### config.mk
export PLATFORM = sky130hd
export DESIGN_NAME = dmem_ctrl_flat
export DESIGN_NICKNAME = d
export VERILOG_FILES = /design/src/rtl/dmem_ctrl_if.sv /design/src/rtl/dmem_ctrl.sv /design/src/flat_wrapper.sv
export SDC_FILE = /design/constraint.sdc
export NUM_CORES = 1
export LEC_CHECK = 0
export ABC_CLOCK_PERIOD_IN_PS = 3000
export CORE_MARGIN = 2
export CORE_UTILIZATION = 40
export DETAILED_ROUTE_END_ITERATION = 12
export PLACE_DENSITY = 0.79
export SLEW_MARGIN = 20
export SYNTH_ARGS = -nofsm -noshare
export SYNTH_HDL_FRONTEND = slang
export SYNTH_SLANG_ARGS = --single-unit
export TNS_END_PERCENT = 30
### constraint.sdc
create_clock -name clk -period 3 [get_ports clk]
set_input_delay 0.75 -clock clk [delete_from_list [all_inputs] [get_ports clk]]
set_output_delay 0.75 -clock clk [all_outputs]
set_load 0.02 [all_outputs]
### src/rtl/dmem_ctrl_if.sv
// Data-bus handshake between the memory-stage controller (master) and the
// variable-latency data memory (slave): request/grant, then read-data valid.
interface dmem_ctrl_if #(
  parameter int AW = 32,
  parameter int DW = 32
);
  logic          mem_req;
  logic          mem_we;
  logic [AW-1:0] mem_addr;
  logic [DW-1:0] mem_wdata;
  logic          mem_gnt;
  logic          mem_rvalid;
  logic [DW-1:0] mem_rdata;

  modport master (
    output mem_req, mem_we, mem_addr, mem_wdata,
    input  mem_gnt, mem_rvalid, mem_rdata
  );

  modport slave (
    input  mem_req, mem_we, mem_addr, mem_wdata,
    output mem_gnt, mem_rvalid, mem_rdata
  );
endinterface

### src/rtl/dmem_ctrl.sv
// Memory-stage data-memory controller: stalls the pipeline while a word access
// runs over the request/grant/rvalid bus. DMEM_WBUF_EN adds a posted write buffer.
module dmem_ctrl #(
  parameter int AW         = 32,
  parameter int DW         = 32,
  parameter int WAIT_LIMIT = 16
) (
  input  logic          clk,
  input  logic          rst,
  input  logic          memreadM,
  input  logic          memwriteM,
  input  logic [AW-1:0] addrM,
  input  logic [DW-1:0] wdataM,
  output logic [DW-1:0] readdataM,
  output logic          stallM,
  output logic          adelM,
  output logic          adesM,
  output logic          buserrM,
  dmem_ctrl_if.master   bus
);

  typedef enum logic [2:0] {
    IDLE    = 3'd0,
    REQ     = 3'd1,
    WAIT_R  = 3'd2,
    DONE    = 3'd3,
    WB_REQ  = 3'd4,
    WB_DONE = 3'd5
  } state_t;

  state_t        state_reg;
  logic [7:0]    waitCnt_reg;
  logic          memReq_reg;
  logic          memWe_reg;
  logic [AW-1:0] memAddr_reg;
  logic [DW-1:0] memWdata_reg;
  logic [DW-1:0] readData_reg;
  logic          busErrPulse_reg;

  logic          access;
  logic          aligned;
  logic          isWrite;
  logic          postWrite;
  logic          limitHit;
  logic [AW-1:0] wordAddr;

  assign access   = memreadM | memwriteM;
  assign isWrite  = memwriteM;
  assign aligned  = (addrM[1:0] == 2'b00);
  assign limitHit = (waitCnt_reg == 8'(WAIT_LIMIT - 1));

  // Bus addresses are always word addresses; the byte offset never leaves the block.
  for (genvar gi = 0; gi < AW; gi++) begin : g_align
    if (gi < 2) begin : g_lo
      assign wordAddr[gi] = 1'b0;
    end else begin : g_hi
      assign wordAddr[gi] = addrM[gi];
    end
  end

`ifdef DMEM_WBUF_EN
  logic wbErr_reg;
  assign postWrite = isWrite;
  assign buserrM   = busErrPulse_reg | wbErr_reg;
`else
  assign postWrite = 1'b0;
  assign buserrM   = busErrPulse_reg;
`endif

  assign bus.mem_req   = memReq_reg;
  assign bus.mem_we    = memWe_reg;
  assign bus.mem_addr  = memAddr_reg;
  assign bus.mem_wdata = memWdata_reg;
  assign readdataM     = readData_reg;

  // Alignment faults are only reported for a fresh access seen in IDLE.
  assign adelM = (state_reg == IDLE) && memreadM && !memwriteM && !aligned;
  assign adesM = (state_reg == IDLE) && memwriteM && !aligned;

  always_comb begin
    stallM = 1'b0;
    case (state_reg)
      IDLE:            stallM = access && aligned && !postWrite;
      REQ, WAIT_R:     stallM = 1'b1;
      WB_REQ, WB_DONE: stallM = access;
      default:         stallM = 1'b0;
    endcase
  end

  always_ff @(posedge clk or negedge rst) begin
    if (!rst) begin
      state_reg       <= IDLE;
      waitCnt_reg     <= '0;
      memReq_reg      <= 1'b0;
      memWe_reg       <= 1'b0;
      memAddr_reg     <= '0;
      memWdata_reg    <= '0;
      readData_reg    <= '0;
      busErrPulse_reg <= 1'b0;
`ifdef DMEM_WBUF_EN
      wbErr_reg       <= 1'b0;
`endif
    end else begin
      busErrPulse_reg <= 1'b0;
      case (state_reg)
        IDLE: begin
          if (access && aligned) begin
            memReq_reg   <= 1'b1;
            memWe_reg    <= isWrite;
            memAddr_reg  <= wordAddr;
            memWdata_reg <= wdataM;
            waitCnt_reg  <= '0;
            state_reg    <= postWrite ? WB_REQ : REQ;
          end
        end

        REQ: begin
          waitCnt_reg <= waitCnt_reg + 8'd1;
          if (bus.mem_gnt) begin
            memReq_reg <= 1'b0;
            state_reg  <= memWe_reg ? DONE : WAIT_R;
          end else if (limitHit) begin
            memReq_reg      <= 1'b0;
            busErrPulse_reg <= 1'b1;
            state_reg       <= DONE;
            if (!memWe_reg) begin
              readData_reg <= '0;
            end
          end
        end

        WAIT_R: begin
          waitCnt_reg <= waitCnt_reg + 8'd1;
          if (bus.mem_rvalid) begin
            readData_reg <= bus.mem_rdata;
            state_reg    <= DONE;
          end else if (limitHit) begin
            readData_reg    <= '0;
            busErrPulse_reg <= 1'b1;
            state_reg       <= DONE;
          end
        end

        // The pipeline advances on this edge, so the held access is never reissued.
        DONE: state_reg <= IDLE;

`ifdef DMEM_WBUF_EN
        WB_REQ: begin
          waitCnt_reg <= waitCnt_reg + 8'd1;
          if (bus.mem_gnt) begin
            memReq_reg <= 1'b0;
            state_reg  <= WB_DONE;
          end else if (limitHit) begin
            memReq_reg <= 1'b0;
            wbErr_reg  <= 1'b1;
            state_reg  <= WB_DONE;
          end
        end

        WB_DONE: state_reg <= IDLE;
`endif

        default: begin
          memReq_reg <= 1'b0;
          state_reg  <= IDLE;
        end
      endcase
    end
  end

endmodule
### src/flat_wrapper.sv
// flat-port wrapper written by rule: the top's interface ports become plain ports
module dmem_ctrl_flat 
#(
  parameter int AW         = 32,
  parameter int DW         = 32,
  parameter int WAIT_LIMIT = 16
)
  (clk, rst, memreadM, memwriteM, addrM, wdataM, readdataM, stallM, adelM, adesM, buserrM, bus_mem_req, bus_mem_we, bus_mem_addr, bus_mem_wdata, bus_mem_gnt, bus_mem_rvalid, bus_mem_rdata);
  dmem_ctrl_if #(.AW(AW), .DW(DW)) bus_i ();
  input  logic clk;
  input  logic rst;
  input  logic memreadM;
  input  logic memwriteM;
  input  logic [AW-1:0] addrM;
  input  logic [DW-1:0] wdataM;
  output logic [DW-1:0] readdataM;
  output logic stallM;
  output logic adelM;
  output logic adesM;
  output logic buserrM;
  output wire logic [$bits(bus_i.mem_req)-1:0] bus_mem_req;
  output wire logic [$bits(bus_i.mem_we)-1:0] bus_mem_we;
  output wire logic [$bits(bus_i.mem_addr)-1:0] bus_mem_addr;
  output wire logic [$bits(bus_i.mem_wdata)-1:0] bus_mem_wdata;
  input wire logic [$bits(bus_i.mem_gnt)-1:0] bus_mem_gnt;
  input wire logic [$bits(bus_i.mem_rvalid)-1:0] bus_mem_rvalid;
  input wire logic [$bits(bus_i.mem_rdata)-1:0] bus_mem_rdata;
  assign bus_mem_req = bus_i.mem_req;
  assign bus_mem_we = bus_i.mem_we;
  assign bus_mem_addr = bus_i.mem_addr;
  assign bus_mem_wdata = bus_i.mem_wdata;
  assign bus_i.mem_gnt = bus_mem_gnt;
  assign bus_i.mem_rvalid = bus_mem_rvalid;
  assign bus_i.mem_rdata = bus_mem_rdata;
  dmem_ctrl #(.AW(AW), .DW(DW), .WAIT_LIMIT(WAIT_LIMIT)) u_core (.clk(clk), .rst(rst), .memreadM(memreadM), .memwriteM(memwriteM), .addrM(addrM), .wdataM(wdataM), .readdataM(readdataM), .stallM(stallM), .adelM(adelM), .adesM(adesM), .buserrM(buserrM), .bus(bus_i));
endmodule
==> reports/metrics.cfg, run 1 <==
[sta]
rsz0062_at_grt=no
tightest_slew_ps=912
fin_tns_setup_ps=0
fmax_ghz=0.340
finalCritPeriodShare=0.980
finalMaxSlewViolations=0
hold_viol_final=0
finalSetupViolCount=0
period_minus_slack_ps=2940
skew_ps=20.5
slew_headroom=0.392

[synthesis]
yosys_warnings=0
netlist_instances=426
ys_seq_elements=108
yosys.area.top_type_share=0.636
yosys.area.top_type=dfrtp_1
avgSynthCellArea_sq_um=9.97
synth_area_leaders=dfrtp_1, nand2_1, a22o_1
seq_area_frac_synth=0.636
netlist-cell-type-count=32
syn_area_sq_um=4250

[drt]
drtIter0Drc=182
dr.pass1.iters=4
wl_per_cell_um=14.8
finalWirelength_um=11300
ant_nets=0
vias_per_cell=4.84
via_count=3695
post-route-drc-count=0

[critical_path]
r2r_slack_ps=940
arrival_ps=2190
cpMostUsedCell=clkdlybuf4s50_1
worst-path-buf-inv=2
path_delay_family=buffers and inverters
r2r_cells=4
cp.depth=4
crit_fanout=3
start_kind=input port
slowest_stage=clkdlybuf4s50_1
crit_type=in2out
setup.worst_path.end_class=primary output
crit_required_ps=2250
r2r_end=u_core.waitCnt_reg[7]
slowest_delay_ps=540
crit_chain=clkdlybuf4s50_1, or2_2, and3_1, clkdlybuf4s50_1
timing.rr.start=u_core.state_reg[0]

[placement]
port-buffer-count=201
dp_hpwl_um=8200
place_inst=748
gp_congestion=0.820

[floorplanning]
design.core.area_sq_um=10300
die_w_um=107
die_y_um=107
num_io_pins=204
start_util=0.411
die_area_sq_um=11500
row_count=37

[min_path]
min_path_type=in2async

[clock_tree]
cts.hold.buffers_added=0
cts_buffer_depth=2
cts-htree-levels=3
numCtsBuffers=9
clock-root-buffer=clkbuf_8
cts_tree=yes
clk_pin_slew_worst_paths_ps=110
clk_latency_ps=350
clkSinkCount=108

[global_routing]
grtUsageTotal=0.198
antenna_found_initial=0
gr-total-overflow=0
grt_pass1_wl_um=18000
grt_max_degree=63
grt_pass1_vias=3691

[power]
power-per-cell-area_nw_per_um2=760
total_power_mw=5.04
peakVddDrop_uv=374
power_leakage_nw=3.14

[flow_run]
max_cap_violations=0

[run_status]
run_status=completed

[layout]
syn_to_final_growth_pct=56.1
layout.nets=726
drive_above_1_share=0.0510
final_cells=764
antenna_cells=0

==> layer usage <==
metal	GRT usage	wire length (um)	up-vias
li1	-	-	1786
met1	0.241	4620	1737
met2	0.334	5470	155
met3	0.0638	1010	17
met4	0.0622	195	0
met5	0	0	-
==> cells in the mapped netlist <==
| library cell | number |
|---|---|
| o21ai_1 | 1 |
| nand3_1 | 5 |
| o31ai_1 | 1 |
| buf_6 | 4 |
| conb_1 | 1 |
| buf_4 | 3 |
| o21ai_0 | 10 |
| and3_1 | 3 |
| nor4_2 | 1 |
| nand2b_1 | 2 |
| nand3b_1 | 1 |
| a31oi_1 | 1 |
| o22a_1 | 1 |
| dfrtp_1 | 108 |
| nor3_4 | 1 |
| a21oi_1 | 12 |
| or3_1 | 5 |
| nor3_1 | 3 |
| and4b_1 | 1 |
| clkbuf_1 | 17 |
| nor2_1 | 5 |
| a32oi_1 | 1 |
| xor2_1 | 1 |
| or2_1 | 2 |
| ha_1 | 1 |
| nand2_1 | 194 |
| buf_2 | 2 |
| a221o_1 | 1 |
| a22o_1 | 33 |
| or2_2 | 1 |
| or4_1 | 1 |
| inv_1 | 3 |
==> metrics by stage <==
step	hold WS [ps]	worst slack [ps]	area [sq um]	utilization
final	355	60.1	6630	0.642
after global routing	375	1.38	6630	0.642
after CTS	359	7.81	6620	0.642
after detailed placement	461	15.3	6410	0.621
after global placement	459	62.9	6410	0.621
after floorplan	454	916	4260	-
==> timing repair <==
action | 4_1_cts | 5_1_grt
buffers inserted | 0 | 0
endpoints found under the hold margin | 0 | 0
resized for setup | 0 | 2
setup endpoints to repair | 0 | 2
==> layout by cell type, fill, tap and decap left out <==
master	count
a21oi_1	12
a221o_1	1
a22o_1	33
a31oi_1	1
a32oi_1	1
and3_1	2
and3_2	1
and4b_1	1
buf_12	3
buf_4	7
bufinv_16	1
clkbuf_8	10
clkdlybuf4s50_1	198
clkinv_4	1
conb_1	3
dfrtp_1	108
dlymetal6s2s_1	2
ha_1	1
inv_1	3
inv_6	3
inv_8	1
nand2_1	194
nand2b_1	2
nand3_1	4
nand3_2	1
nand3b_1	1
nor2_1	5
nor3_1	2
nor3_2	1
nor3_4	1
nor4_2	1
o21ai_0	10
o21ai_1	1
o22a_1	1
o31ai_1	1
or2_1	2
or2_2	1
or3_1	5
or4_1	1
xor2_1	1
==> worst max-delay path by stage <==
stage / startpoint / endpoint / slack [ps]
3_5_place_dp: memreadM / stallM / 20
6_report: addrM[1] / adesM / 60
4_1_cts: memreadM / stallM / 8
5_1_grt: addrM[1] / adesM / 1
2_1_floorplan: addrM[1] / stallM / 920
3_3_place_gp: addrM[1] / adelM / 60
==> report_power, final <==
part / internal (mW) / leakage [nW] / switching [mW]
sequential: 1.87 / 1.39 / 0.238
combinational: 1.01 / 1.64 / 0.983
clock: 0.426 / 0.110 / 0.511
total: 3.31 / 3.14 / 1.73
==> layout make-up <==
class                           count  area (sq um)
Inverter                            3          11.3
Timing Repair Buffer              210          2120
Fill cell                         830          3690
Multi-Input combinational cell    291          1410
Sequential cell                   108          2700
Tap cell                          136           170
Clock inverter                      6          76.3
Clock buffer                       10           138
==> logic make-up after synthesis <==
kind of cell | synth area share
buffers and inverters | 0.0359
and+or+nand+nor | 0.217
DFF | 0.636
xor gates and xnor gates | 0.00206
AOI/OAI and AO/OA | 0.105
adders and majority gates | 0.00295
other | 0.000883
==> worst register-to-register path, stage by stage (launching register included) <==
cell and delay (ps):
dfrtp_1 530, nor3_4 320, a32oi_1 380, or4_1 610, a21oi_1 140
Note: power is estimated with default switching activity, not from simulation.
==> inputs of run 2 (changes only) <==
- ABC_AREA: unset -> 1
- CELL_PAD_IN_SITES_DETAIL_PLACEMENT: unset -> 0
- CELL_PAD_IN_SITES_GLOBAL_PLACEMENT: unset -> 1
- CORE_UTILIZATION: 40 -> 31
- PLACE_DENSITY: 0.79 -> unset
- PLACE_DENSITY_LB_ADDON: unset -> 0.1
==> run 2 against run 1 <==
Against the previous run: sequential power is 7% lower; synthesized cell count is 19% higher; routed wire length is 3.2% higher; critical endpoint unchanged; worst hold slack worse by 66 ps; highest routed layer unchanged.
==> reports/metrics.cfg, run 2 <==
[run_status]
run_status=completed

[drt]
drtIter0Drc=182
vias_per_cell=4.28
wl_per_cell_um=13.0
dr.pass1.iters=5
ant_nets=0
via_count=3834
post-route-drc-count=0
finalWirelength_um=11700

[synthesis]
synth_area_leaders=dfrtp_1, nand2_1, buf_4
synth_most_common_cell=nand2_1
synth_simple_gate_area_frac=0.307
synth_edf_count=0
synthAdderAreaFrac=0.00286
yosys_warnings=0
netlist_instances=509
synthMuxAreaShare=0
yosys.area.top_type_share=0.618
ys_seq_elements=108
synth_compound_gate_area_share=0.0195
synth_flop_cell=dfrtp_1
async_flop_share=1.00
synth_top_family_by_area=simple AND/OR/NAND/NOR gates
netlist_top_cells_count=nand2_1, dfrtp_1, nand3_1
yosys.area_share.xor_xnor=0.00200
avgSynthCellArea_sq_um=8.59
syn_area_sq_um=4370
netlist-cell-type-count=25
seq_area_frac_synth=0.618
yosys.area.top_type=dfrtp_1

[sta]
fmax_ghz=0.348
rsz0062_at_grt=no
slew_headroom=0.546
period_minus_slack_ps=2870
hold_viol_final=0
tightest_slew_ps=681
finalMaxSlewViolations=0
finalCritPeriodShare=0.958
finalSetupViolCount=0
fin_tns_setup_ps=0
skew_ps=5.65

[power]
power_leakage_nw=3.39
peakVddDrop_uv=325
power-per-cell-area_nw_per_um2=709

[floorplanning]
start_util=0.316
row_count=43
num_io_pins=204
design.core.area_sq_um=13800
die_y_um=123
die_w_um=123
die_area_sq_um=15100

[clock_tree]
cts_tree=yes
cts-htree-levels=3
clock-root-buffer=clkbuf_16
clk_latency_ps=340
clkSinkCount=108
clk_pin_slew_worst_paths_ps=70
post_cts_buffers=0
numCtsBuffers=9
cts_buffer_depth=2

[global_routing]
antenna_found_initial=0
grt_pass1_vias=3711
grtUsageTotal=0.158
gr-total-overflow=0
grt_max_degree=66
grt_pass1_wl_um=18400

[layout]
syn_to_final_growth_pct=57.9
antenna_cells=0
layout_commonest_cell=nand2_1
fill_cells=1295
layout.nets=813
ff_latch_area_sq_um=2700
multi_input_area_sq_um=1470
drive_above_1_share=0.0545
layout_common_cells=nand2_1, clkdlybuf4s50_1, dfrtp_1, nand3_1, inv_1
fin_area_sq_um=6900

[critical_path]
crit_type=in2out
start_kind=input port
arrival_ps=2120
crit_fanout=2
crit_required_ps=2250
setup.worst_path.end_class=primary output
r2r_cells=8

[placement]
dp_hpwl_um=8270
dpl_cell_area_sq_um=6550
port-buffer-count=201
gp_congestion=0.786

[flow_run]
max_cap_violations=0

[min_path]
min_path_type=in2async

run 2: cell types whose count changed after synthesis, moves of 7 or more:
cell,delta
buf_2,+7
inv_1,+9
clkbuf_1,-16
nand3_1,+8
a21oi_1,-7
nand2_1,+112
a22o_1,-33
run 2: logic make-up after synthesis:
group	after synthesis
XOR/XNOR	1
adder cells (fa/ha/maj)	1
flip-flops	108
AO/OA/AOI/OAI	16
other	1
buffers and inverters	39
AND/OR/NAND/NOR	343
run 2: what timing repair did:
| action | in CTS | in global routing |
|---|---|---|
| endpoints found under the setup margin | 1 | 1 |
| hold buffers | 0 | 0 |
| gates resized for setup | 1 | 1 |
| cloned | 0 | 0 |
| pin swaps | 0 | 0 |
run 2: worst paths after layout:
check | startpoint | endpoint | slack [ps]
hold reg to reg | u_core.bus.mem_wdata[27] | u_core.bus.mem_wdata[27] | 470
setup / recovery | memwriteM | adesM | 130
min in group clk | u_core.bus.mem_wdata[27] | u_core.bus.mem_wdata[27] | 470
hold / removal | rst | u_core.readdataM[10] | 290
setup reg to reg | u_core.state_reg[2] | u_core.bus.mem_wdata[19] | 890
max in group asynchronous | rst | u_core.bus.mem_wdata[31] | 2010
run 2: critical path, cell delays in order:
cell,delay [ps]
clkdlybuf4s50_1,480
inv_1,50
nor3_1,190
clkdlybuf4s50_1,650
run 2: through the flow:
| step | std cells | hold WS (ps) | total power [mW] | utilization | worst slack [ps] |
|---|---|---|---|---|---|
| after floorplan | 511 | 454 | 2.66 | - | 759 |
| after global placement | 879 | 453 | 3.55 | 0.474 | -7.36 |
| after detailed placement | 879 | 458 | 3.57 | 0.474 | -46.5 |
| after CTS | 895 | 286 | 4.96 | 0.499 | 22.9 |
| after global routing | 895 | 301 | 5.18 | 0.499 | 59.5 |
| final | 895 | 289 | 4.89 | 0.499 | 126 |
run 2: per-layer routing:
| metal | part of all wire | global-route usage | vias to the layer above |
|---|---|---|---|
| li1 | - | - | 1948 |
| met1 | 0.44 | 0.206 | 1726 |
| met2 | 0.44 | 0.238 | 150 |
| met3 | 0.11 | 0.0558 | 10 |
| met4 | 0.013 | 0.0639 | 0 |
| met5 | 0 | 0 | - |
run 2: report_power, final:
part	internal (mW)	switching [mW]
clock	0.839	0.530
combinational	0.767	0.796
sequential	1.78	0.181
total	3.38	1.51
run 2: layout make-up:
class,count,share of cell area
Clock buffer,10,0.0346
Clock inverter,6,0.0161
Inverter,17,0.00925
Multi-Input combinational cell,364,0.213
Sequential cell,108,0.392
Tap cell,180,0.0326
Timing Repair Buffer,210,0.303
